===== src/rtl/muldiv_unit.sv =====
// Iterative HI/LO multiply/divide unit: one radix-2 step per CALC cycle, W+2 cycles per operation.
// state | meaning:  IDLE | accept start / mthi / mtlo   CALC | W shift-add or restoring steps   FIX | sign fix, write hi/lo, pulse done
module muldiv_unit #(
    parameter int W = 32
) (
    input  logic         clock,
    input  logic         reset,
    input  logic         start,
    input  logic [1:0]   op,
    input  logic [W-1:0] a_in,
    input  logic [W-1:0] b_in,
    input  logic         mthi,
    input  logic         mtlo,
    output logic         busy,
    output logic         done,
    output logic         div0,
    output logic [W-1:0] hi_out,
    output logic [W-1:0] lo_out
);

    localparam int CW = $clog2(W) + 1;

    typedef enum logic [1:0] {IDLE, CALC, FIX} state_t;

    state_t         state, state_nx;
    logic [CW-1:0]  cnt;
    logic           is_div, sign_q, sign_r, b_zero;
    logic [W-1:0]   a_raw, opnd_b;
    logic [2*W-1:0] acc;

    logic           sign_a, sign_b;
    logic [W-1:0]   mag_a, mag_b;
    logic [W:0]     mul_sum;
    logic [2*W-1:0] mul_next;
    logic [W:0]     div_shift;
    logic           div_ge;
    logic [W-1:0]   div_sub, div_rem;
    logic [2*W-1:0] div_next;

    assign sign_a = a_in[W-1] & ~op[0];
    assign sign_b = b_in[W-1] & ~op[0];
    assign mag_a  = sign_a ? -a_in : a_in;
    assign mag_b  = sign_b ? -b_in : b_in;

    // acc holds {partial product, multiplier} or {remainder, dividend/quotient}
    assign mul_sum   = {1'b0, acc[2*W-1:W]} + {1'b0, opnd_b};
    assign mul_next  = acc[0] ? {mul_sum, acc[W-1:1]} : {1'b0, acc[2*W-1:1]};

    assign div_shift = acc[2*W-1:W-1];
    assign div_ge    = div_shift >= {1'b0, opnd_b};
    assign div_sub   = div_shift[W-1:0] - opnd_b;
    assign div_rem   = div_ge ? div_sub : div_shift[W-1:0];
    assign div_next  = {div_rem, acc[W-2:0], div_ge};

    assign busy = (state != IDLE);

    always_ff @(posedge clock) begin
        if (reset) state <= IDLE;
        else       state <= state_nx;
    end

    always_comb begin
        state_nx = state;
        case (state)
            IDLE:    if (start) state_nx = CALC;
            CALC:    if (cnt == CW'(W - 1)) state_nx = FIX;
            FIX:     state_nx = IDLE;
            default: state_nx = IDLE;
        endcase
    end

    always_ff @(posedge clock) begin
        if (reset) begin
            cnt    <= '0;
            hi_out <= '0;
            lo_out <= '0;
            done   <= 1'b0;
            div0   <= 1'b0;
            acc    <= '0;
            opnd_b <= '0;
            a_raw  <= '0;
            is_div <= 1'b0;
            sign_q <= 1'b0;
            sign_r <= 1'b0;
            b_zero <= 1'b0;
        end else begin
            done <= 1'b0;
            div0 <= 1'b0;
            case (state)
                IDLE: begin
                    if (start) begin
                        is_div <= op[1];
                        a_raw  <= a_in;
                        b_zero <= (b_in == '0);
                        sign_q <= sign_a ^ sign_b;
                        sign_r <= sign_a;
                        opnd_b <= mag_b;
                        acc    <= {{W{1'b0}}, mag_a};
                        cnt    <= '0;
                    end else begin
                        if (mthi) hi_out <= a_in;
                        if (mtlo) lo_out <= a_in;
                    end
                end
                CALC: begin
                    cnt <= cnt + 1'b1;
                    acc <= is_div ? div_next : mul_next;
                end
                FIX: begin
                    done <= 1'b1;
                    if (is_div && b_zero) begin
                        hi_out <= a_raw;
                        lo_out <= '1;
                        div0   <= 1'b1;
                    end else if (is_div) begin
                        lo_out <= sign_q ? -acc[W-1:0] : acc[W-1:0];
                        hi_out <= sign_r ? -acc[2*W-1:W] : acc[2*W-1:W];
                    end else begin
                        {hi_out, lo_out} <= sign_q ? -acc : acc;
                    end
                end
                default: ;
            endcase
        end
    end

endmodule


===== config.mk =====
export PLATFORM = sky130hd
export DESIGN_NAME = muldiv_unit
export DESIGN_NICKNAME = d
export VERILOG_FILES = /design/src/rtl/muldiv_unit.sv
export SDC_FILE = /design/constraint.sdc
export NUM_CORES = 1
export LEC_CHECK = 0
export BUFFER_PORTS_ARGS = -buffer_cell sky130_fd_sc_hd__buf_2
export CELL_PAD_IN_SITES_DETAIL_PLACEMENT = 0
export CELL_PAD_IN_SITES_GLOBAL_PLACEMENT = 1
export CORE_ASPECT_RATIO = 0.5
export CORE_MARGIN = 4
export CORE_UTILIZATION = 30
export CTS_BUF_LIST = sky130_fd_sc_hd__clkbuf_4
export DETAILED_ROUTE_END_ITERATION = 8
export PLACE_DENSITY = 0.62
export SYNTH_ARGS = -nofsm -noshare
export SYNTH_HDL_FRONTEND = slang
export SYNTH_SLANG_ARGS = --single-unit

===== constraint.sdc =====
create_clock -name clock -period 4 [get_ports clock]
set_clock_uncertainty 0.05 [all_clocks]
set_input_delay 0 -clock clock [delete_from_list [all_inputs] [get_ports clock]]
set_output_delay 0 -clock clock [all_outputs]
set_load 0.02 [all_outputs]

# Word-level counts from Yosys, hierarchy flattened
# Index checks and enable logic that the tools add are counted.
# totals
regBits,206
in_bits,71
out_inout_bits,67
elab_cells,74
# op_classes
addsub,8
order_cmp,1
eq_ne,8
mux,27
n_bitwise,5
n_reduce_logical,12
# op_table
operator,n
$mux W32,13
$mux W64,4
$neg A32 Y32,4
$pmux W32 S2,2
$pmux W64 S2,1
$neg A64 Y64,1
$add A32 B32 Y33,1
$ge A33 B32 Y1,1
$logic_not A32 Y1,1
$sub A32 B32 Y32,1
$pmux W6 S2,1
$ne A2 B2 Y1 const B,5
$add A6 B1 Y6 const B,1
$eq A6 B5 Y1 const B,1
$mux W6,1
$reduce_and A2 Y1,3
$reduce_and A3 Y1,2
$reduce_bool A2 Y1,3
$mux W2,2
$pmux W2 S2,1
$and A1 B1 Y1,2
$eq A2 B1 Y1 const B,1
$eq A2 B2 Y1 const B,1
$logic_not A2 Y1,1
5 further kinds,7

# Depth between registers and ports, before layout
# Gate-level depths: netlist (run 1).
# logic_depth
word_depth,5
depth_mapped,14

# Worst setup path before layout (run 1)
# No wires, ideal clock.
# synth_timing
path_type,register to register
start,reg acc[13]
end,reg hi_out[28]
setup_time_ns,0.114
arrival_ns,2.948
required_time_ns,3.836
slack_ns,0.887
path_stages_with_launch,12
n_path_buf,2
period_less_slack_ns,3.113
path_cell_list,dfxtp_1 -> buf_6 -> or4_4 -> or4_1 -> buf_2 -> nor4_4 -> a21o_1 -> nand3_1 -> o41ai_2 -> xnor2_1 -> a21oi_1 -> a2111oi_0
# synth_via
elab_chain_len,5
# synth_lines
element,line_no,rtl
from (decl),29,logic [2*W-1:0] acc;
from (signal assigned),98,"acc <= {{W{1'b0}}, mag_a};"
from (signal assigned),107,acc <= is_div ? div_next : mul_next;
$neg A64 Y64,119,"{hi_out, lo_out} <= sign_q ? -acc : acc;"
$mux W64,119,
$mux W32,115,end else if (is_div) begin
$mux W32,111,if (is_div && b_zero) begin
$pmux W32 S2,89,case (state)
to (signal assigned),112,hi_out <= a_raw;
to (signal assigned),117,hi_out <= sign_r ? -acc[2*W-1:W] : acc[2*W-1:W];
to (signal assigned),119,
to (decl),17,"output logic [W-1:0] hi_out,"
# Every way passes these cells.
# A chain may end at the register's enable or synchronous reset.

# Final worst setup path (run 1)
# layout_timing
start,in b_in[0]
end,reg opnd_b[21]
# layout_via
elab_chain_len,2
# layout_lines
element,line_no,rtl
from (decl),11,"input logic [W-1:0] b_in,"
$neg A32 Y32,43,assign mag_b = sign_b ? -b_in : b_in;
$mux W32,43,
to (signal assigned),97,opnd_b <= mag_b;
to (decl),28,"logic [W-1:0] a_raw, opnd_b;"
# Every way passes these cells.

==> results of run 1 <==
power by group through the flow:
stage                     clock network (uW)  registers (uW)  logic (uW)
final                                   1880            2340        2210
after global routing                    2030            2360        2420
after CTS                               1930            2340        2180
after detailed placement                   0            2390        2000
after global placement                     0            2380        2020
after floorplan                            0            2360        1360
worst register-to-register path, stage by stage (launching register included):
cell	delay (ns)
dfxtp_1	0.39
or4_4	0.58
or4_1	0.62
or4_1	0.65
o21ai_1	0.19
a21oi_1	0.09
xnor2_1	0.26
a211oi_1	0.11
a211oi_1	0.38
nor3_1	0.10
sequential cells by signal, summed over array words and instances (netlist names):
| name | count |
|---|---|
| cnt | 6 |
| lo_out | 32 |
| is_div | 1 |
| a_raw | 32 |
| b_zero | 1 |
| acc | 64 |
| sign_r | 1 |
| sign_q | 1 |
| opnd_b | 32 |
| div0 | 1 |
| state | 2 |
| hi_out | 32 |
| done | 1 |
area by class of cell:
| class | count | share of cell area |
|---|---|---|
| diodes | 1 | 0.000124 |
| clock buffers | 77 | 0.0286 |
| clock inverters | 13 | 0.00291 |
| inverters | 71 | 0.0132 |
| multi-input cells | 1752 | 0.545 |
| flip-flops and latches | 206 | 0.204 |
| well taps | 701 | 0.0434 |
| repair buffers | 414 | 0.162 |
path summary, 6_finish.rpt:
check / cells past startpoint / end / slack [ns]
worst min register to register: 2 / lo_out[8] / 0.40
worst max-delay path: 14 / opnd_b[21] / 0.31
worst max register to register: 9 / hi_out[31] / 0.44
worst min-delay path: 4 / opnd_b[2] / 0.13
through the flow:
| step | std cells | hold WS (ns) | setup slack (ns) | util |
|---|---|---|---|---|
| finish | 3235 | 0.130 | 0.315 | 0.385 |
| global route | 3235 | 0.136 | 0.0263 | 0.385 |
| CTS | 3234 | 0.0427 | 0.235 | 0.385 |
| detailed placement | 2954 | 0.207 | 0.414 | 0.337 |
| global placement | 2954 | 0.206 | 0.559 | 0.337 |
| floorplan | 2209 | 0.0860 | 0.887 | - |
layout by cell type, fill, tap and decap left out, types with 30 or more instances in the layout:
cell type,synthesis,routed
a211oi_1,125,125
a21oi_1,258,258
a31oi_1,31,31
buf_2,4,136
buf_4,0,84
clkbuf_4,0,77
dfxtp_1,206,204
dlygate4sd3_1,0,190
ha_1,69,69
inv_1,69,69
mux2i_1,37,37
nand2_1,239,239
nand3_1,35,35
nor2_1,204,200
nor3_1,61,59
o21ai_0,115,115
o31ai_1,30,30
xnor2_1,84,84
xor2_1,74,74
cell families after synthesis:
family,synth area share
AND/OR/NAND/NOR,0.210
flip-flops,0.257
adder cells (fa/ha/maj),0.0562
XOR/XNOR,0.0861
AO/OA/AOI/OAI,0.306
multiplexers,0.0259
buffers and inverters,0.0595
per-layer routing:
metal | GRT usage | vias up
li1 | - | 8693
met1 | 0.320 | 8617
met2 | 0.361 | 462
met3 | 0.0340 | 93
met4 | 0.0615 | 0
met5 | 0 | -
what timing repair did:
item / 4_1_cts / 5_1_grt
endpoints found under the setup margin: 0 / 8
hold buffers: 190 / 0
gates resized for setup: 0 / 2
endpoints found under the hold margin: 172 / 0
==> results.md, run 1 <==
- Max VDD drop: 154 uV
- Final hold violations: 0
- Starting density of the core: 0.306
- Min-delay src: b_in[2]
- Combinational cell fraction of total power: 0.343
- FF/Latch Area: 0.00413 mm2
- Max H-tree Level: 2
- Cell with the most instances after synthesis: a21oi_1
- Worst-Skew Late Latency: 0.77 ns
- Vias: 17900
- Pint: 3930 uW
- Largest cells by area after synthesis: dfxtp_1 26%, a21oi_1 8.0%, a211oi_1 5.8%, nand2_1 5.6%, ha_1 5.4%
- Tmin final: 3.69 ns
- Period utilization: 0.921
- Largest net degree at the start of global routing: 77
- Critical path class: input port to flop
- Hold/Removal Path Class: input port to flop
- Sw Share: 0.389
- CP cell instances: dlygate4sd3_1, buf_2, or4_1, nor4_1, buf_4, nor2b_2, and2_1, a31oi_1, xor2_1, dlygate4sd3_1, nand2_1, dlygate4sd3_1, a21oi_1, dlygate4sd3_1
- Drt initial violations: 1294
- Fmax: 271 MHz
- Seq pwr share: 0.364
- Mapped Avg Cell Area: 7.27 um2
- Clk root buf: clkbuf_4
- CP Buf/Inv Count: 6
- EDFF count, synth: 0
- Critical path's top delay family: buffers and inverters
- CTS Sinks: 206
- Drt drc: 0
- Delay of the slowest critical-path stage: 0.57 ns
- Critical Path Source Type: input port
- Top sig layer: met4
- Synthesized flop and latch total: 206
- Worst setup path startpoint: b_in[0]
- DIE AREA: 0.0575 mm2
- Post-synth top area share: 0.257
- Critical-path maximum fanout: 5
- Post-CTS setup buffers: 0
- Vias in the first global route: 17400
- TNS Setup: 0 ns
- Global-route wire length before repair: 103000 um
- Clock Pin Slew Worst Setup and Hold Paths: 0.07 ns
- Yosys warning total: 0
- Synth async-reset ratio: 0
- PD cells: 318 mW/mm2
- IO Count: 138
- TritonCTS buffer count: 55
- Power, Total: 6430 uW
- Primary FF master, synth: dfxtp_1
- Site Rows: 59
- Filler Cells Inserted: 5708
- Setup violators final: 0
- Critical path's most frequent cell: dlygate4sd3_1
- Drt via density: 5.52
- Routability Congestion: 0.942
- Seq/Total Area, Yosys: 0.257
- Area growth, synth to finish: 25.9%
- Wire per inst: 20.9 um
- RSZ-0062 raised after global routing: no
- NumNets Final: 2642
- Multi-input logic area: 0.0110 mm2
- Leading area contributor after synthesis: dfxtp_1
- Wl on met1: 32900 um
- Max cap viols: 0
- Worst Tran Pin Value: 1.12 ns
- Post-Route WL: 67500 um
- Gr usage total: 0.227
- Final HPWL DP: 48900 um
- Core area: 0.0525 mm2
- CTS max path bufs: 3
- CP Data Required Time: 4.59 ns
- DRT Pass-1 Iters: 5
- Met2 routed WL: 29300 um
- Switching power: 2500 uW
- Finished Cell Area: 0.0202 mm2
- FF-to-FF Start: acc[13]
- Die Span X: 335 um
- Mapped Area: 0.0161 mm2
- CP max-delay cell: or4_1
- Port bufs: 137
- Status: finished clean
- Met3 wire len: 3670 um
- Max-slew headroom: 0.253
- Placed Instance Area: 0.0177 mm2
- Syn nets: 2351
- Global route total overflow: 0
- CTS tree: done
- Leakage power: 0.00809 uW
- Most frequent cells after synthesis: 258 x a21oi_1, 239 x nand2_1, 206 x dfxtp_1
- Critical Path Sink Type: flop
- Max Slew Vio Count: 0
- Die Ht: 172 um
- Synth cell types: 72
- Antenna violations before repair: 2
- Synthesized instance count: 2209
- Share of layout cells above drive strength 1: 0.132
- Routed Antenna Nets: 0
- WP data arrival: 4.28 ns
- Clk network pwr share: 0.293
No activity file was read; power rests on OpenSTA's default activity.
==> inputs of run 2 (changes only) <==
--- a/config.mk
+++ b/config.mk
@@ -5,6 +5,7 @@
 export SDC_FILE = /design/constraint.sdc
 export NUM_CORES = 1
 export LEC_CHECK = 0
+export ABC_AREA = 1
 export BUFFER_PORTS_ARGS = -buffer_cell sky130_fd_sc_hd__buf_2
 export CELL_PAD_IN_SITES_DETAIL_PLACEMENT = 0
 export CELL_PAD_IN_SITES_GLOBAL_PLACEMENT = 1
@@ -13,7 +14,7 @@
 export CORE_UTILIZATION = 30
 export CTS_BUF_LIST = sky130_fd_sc_hd__clkbuf_4
 export DETAILED_ROUTE_END_ITERATION = 8
-export PLACE_DENSITY = 0.62
+export PLACE_DENSITY = 0.65
 export SYNTH_ARGS = -nofsm -noshare
 export SYNTH_HDL_FRONTEND = slang
 export SYNTH_SLANG_ARGS = --single-unit
==> results.md, run 2 <==
- Status: finished clean
- Seq pwr share: 0.327 (-0.037)
- Switching power: 3240 uW (+29%)
- Critical-path maximum fanout: 5 (unchanged)
- Yosys warning total: 0 (unchanged)
- Tmin final: 3.64 ns (-0.0449 ns)
- CP max-delay cell: dlygate4sd3_1
- Wl on met1: 42100 um (+28%)
- CP Data Required Time: 4.72 ns (+0.13 ns)
- FF-to-FF Start: acc[39]
- EDFF count, synth: 0 (unchanged)
- Post-synth top area share: 0.219 (-0.0375)
- Synthesized flop and latch total: 206 (unchanged)
- Routed Antenna Nets: 0 (unchanged)
- IO Count: 138 (unchanged)
- CP cell instances: dlygate4sd3_1, buf_2, dlygate4sd3_1, inv_1, nand2_1, dlygate4sd3_1, nor2_2, dlygate4sd3_1, nand2_2, nor2_4, nand3_2, dlygate4sd3_1, or2_1, nand3_1, nand3_1, a21oi_1
- Starting density of the core: 0.306 (-0.000518)
- Vias in the first global route: 21900 (+26%)
- Most frequent cells after synthesis: 941 x nand2_1, 440 x inv_1, 392 x nor2_1
- Worst Tran Pin Value: 1.02 ns (-0.0995 ns)
- Sw Share: 0.440 (+0.0515)
- Gr usage total: 0.265 (+0.0382)
- Global route total overflow: 0 (unchanged)
- Filler Cells Inserted: 6969 (+22%)
- Synth async-reset ratio: 0 (unchanged)
- Top sig layer: met4
- DRT Pass-1 Iters: 8 (+3)
- Max Slew Vio Count: 0 (unchanged)
- Die Ht: 185 um (+7.8%)
- Hold/Removal Path Class: input port to flop
- R2R setup slack: 0.88 ns (+0.44 ns)
- RR Endpoint: acc[34]
- Max H-tree Level: 2 (unchanged)
- Critical path class: input port to flop
- Routability Congestion: 0.963 (+2.3%)
- Delay of the slowest critical-path stage: 0.65 ns (+0.08 ns)
- Mapped Area: 0.0188 mm2 (+17%)
- Critical Path Source Type: input port
- Worst Hold Endpoint: acc[4]
- Clock Pin Slew Worst Setup and Hold Paths: 0.07 ns (about the same)
- CTS Sinks: 206 (unchanged)
- Max cap viols: 0 (unchanged)
- Pint: 4120 uW (+4.6%)
- Critical path's most frequent cell: dlygate4sd3_1
- Setup violators final: 0 (unchanged)
- Clk root buf: clkbuf_4
- Met2 routed WL: 40900 um (+40%)
- WP data arrival: 4.36 ns (+0.08 ns)
- Mapped Avg Cell Area: 5.56 um2 (-24%)
- Max-slew headroom: 0.319 (+0.0663)
- Worst Setup Slack, final: 0.360 ns (+0.0449 ns)
- Critical Path Sink Type: flop
- Die Span X: 362 um (+8.0%)
- Global-route wire length before repair: 137000 um (+33%)
- Port bufs: 137 (unchanged)
- Synthesized instance count: 3383 (+53%)
- Antenna violations before repair: 2 (unchanged)
- Cell with the most instances after synthesis: nand2_1
- Seq/Total Area, Yosys: 0.219 (-0.0375)
- Synth cell types: 52 (-28%)
- Site Rows: 64 (+8.5%)
- Drt initial violations: 2292 (+77%)
- CTS tree: done
- Hold Path Depth: 5 (+1)
- Max FFs per register: 64 (unchanged)
- Syn nets: 3525 (+50%)
- PD cells: 325 mW/mm2 (+2.3%)
- Post-Route WL: 91700 um (+36%)
- Worst-Skew Late Latency: 0.83 ns (+0.06 ns)
- Final HPWL DP: 69100 um (+41%)
- Largest cells by area after synthesis: dfxtp_1 22%, nand2_1 19%, a21oi_1 9.7%, inv_1 8.8%, nor2_1 7.8%
- Most frequent cells in the layout: 940 x nand2_1, 438 x inv_1, 392 x nor2_1, 365 x a21oi_1, 282 x o21ai_0
- Min-delay src: a_in[4]
- Drt drc: 0 (unchanged)
- Primary FF master, synth: dfxtp_1
- CTS max path bufs: 3 (unchanged)
- TritonCTS buffer count: 57 (+3.6%)
- Met3 wire len: 5780 um (+57%)
- Share of layout cells above drive strength 1: 0.0965 (-0.0354)
- TNS Setup: 0 ns (unchanged)
- Drt via density: 5.18 (-6.3%)
- Combinational cell fraction of total power: 0.393 (+0.050)
- RSZ-0062 raised after global routing: no
- Top reg by flops: acc
- Wire per inst: 20.3 um (-2.5%)
- Commonest non-fill, non-tap cell in the layout: nand2_1
- Largest net degree at the start of global routing: 111 (+44%)
- Max VDD drop: 178 uV (+15%)
- Area growth, synth to finish: 20.1%
- Leading area contributor after synthesis: dfxtp_1
- Leakage power: 0.0112 uW (+39%)
- Clk network pwr share: 0.279 (-0.014)
- Period utilization: 0.910 (-0.0112)
- Core area: 0.0616 mm2 (+17%)
- DIE AREA: 0.0670 mm2 (+16%)
- Worst R2R Path Depth: 15 (+6)
- Fmax: 275 MHz (+1.2%)
- NumNets Final: 3785 (+43%)
- Vias: 23300 (+31%)
- Final hold violations: 0 (unchanged)
- Pre-CTS setup slack: 0.990 ns (+0.576 ns)
run 2: changes by cell type after synthesis, moves of 76 or more:
cell,delta
xnor2_1,-76
o21ai_0,+167
inv_1,+371
a21oi_1,+107
a211oi_1,-122
nor2_1,+188
nand2_1,+702
nand3_1,+223
run 2: layout make-up:
type / instances / area [um2] / area share
multi-input combinational: 2588 / 12400 / 0.550
timing repair buffer: 335 / 2580 / 0.114
sequential: 206 / 4130 / 0.183
tap: 825 / 1030 / 0.0457
antenna: 2 / 5.00 / 0.000221
clock inverter: 13 / 87.6 / 0.00388
clock buffer: 82 / 616 / 0.0272
inverter: 455 / 1710 / 0.0758
run 2: worst max-delay path by stage:
stage / slack, ns / cells after the start / start / endpoint
floorplan: 1.73 / 15 / acc[0] / hi_out[30]
global placement: 0.97 / 14 / opnd_b[25] / acc[0]
detailed placement: 0.99 / 15 / acc[38] / acc[34]
CTS: 0.35 / 19 / a_in[1] / acc[15]
global route: 0.32 / 16 / a_in[7] / acc[28]
finish: 0.36 / 16 / a_in[7] / acc[28]
run 2: cells by family after synthesis:
family          count (synthesis)  share of synthesized area
simple gates                 1756                      0.394
xor+xnor                       36                     0.0168
fa+ha+maj                      71                     0.0480
flops                         206                      0.219
buf+inv                       589                      0.121
compound gates                725                      0.202
run 2: worst max-delay path, delay by kind of cell:
| kind | cells | cell delay, ns |
|---|---|---|
| simple gates | 8 | 0.98 |
| compound gates | 1 | 0.15 |
| buf+inv | 7 | 3.23 |
run 2: timing repair:
item / CTS / global route
hold buffers: 149 / 0
hold endpoints to repair: 206 / 0
setup buffers: 0 / 0
resized for setup: 0 / 1
setup endpoints to repair: 0 / 2
run 2: metrics by stage:
stage	cell area [um2]	instances	util	hold WS, ns	power [uW]
2_1_floorplan	18800	3383	-	0.0879	4190
3_3_place_gp	20400	4261	0.331	0.239	5160
3_5_place_dp	20400	4261	0.331	0.253	5160
4_1_cts	22600	4505	0.367	0.0110	7350
5_1_grt	22600	4505	0.367	0.0477	7810
6_report	22600	4506	0.367	0.0674	7350
run 2: routing by layer:
layer | GRT usage | vias up
met5 | 0 | -
met4 | 0.0870 | 0
met3 | 0.0373 | 161
met2 | 0.435 | 855
met1 | 0.360 | 10800
li1 | - | 11500
run 2: power by group through the flow:
| stage | clock [uW] | combinational (uW) | sequential, uW |
|---|---|---|---|
| 5_1_grt | 2200 | 3190 | 2420 |
| 2_1_floorplan | 0 | 1750 | 2440 |
| 6_report | 2050 | 2890 | 2410 |
| 3_3_place_gp | 0 | 2720 | 2450 |
| 3_5_place_dp | 0 | 2710 | 2450 |
| 4_1_cts | 2090 | 2850 | 2400 |
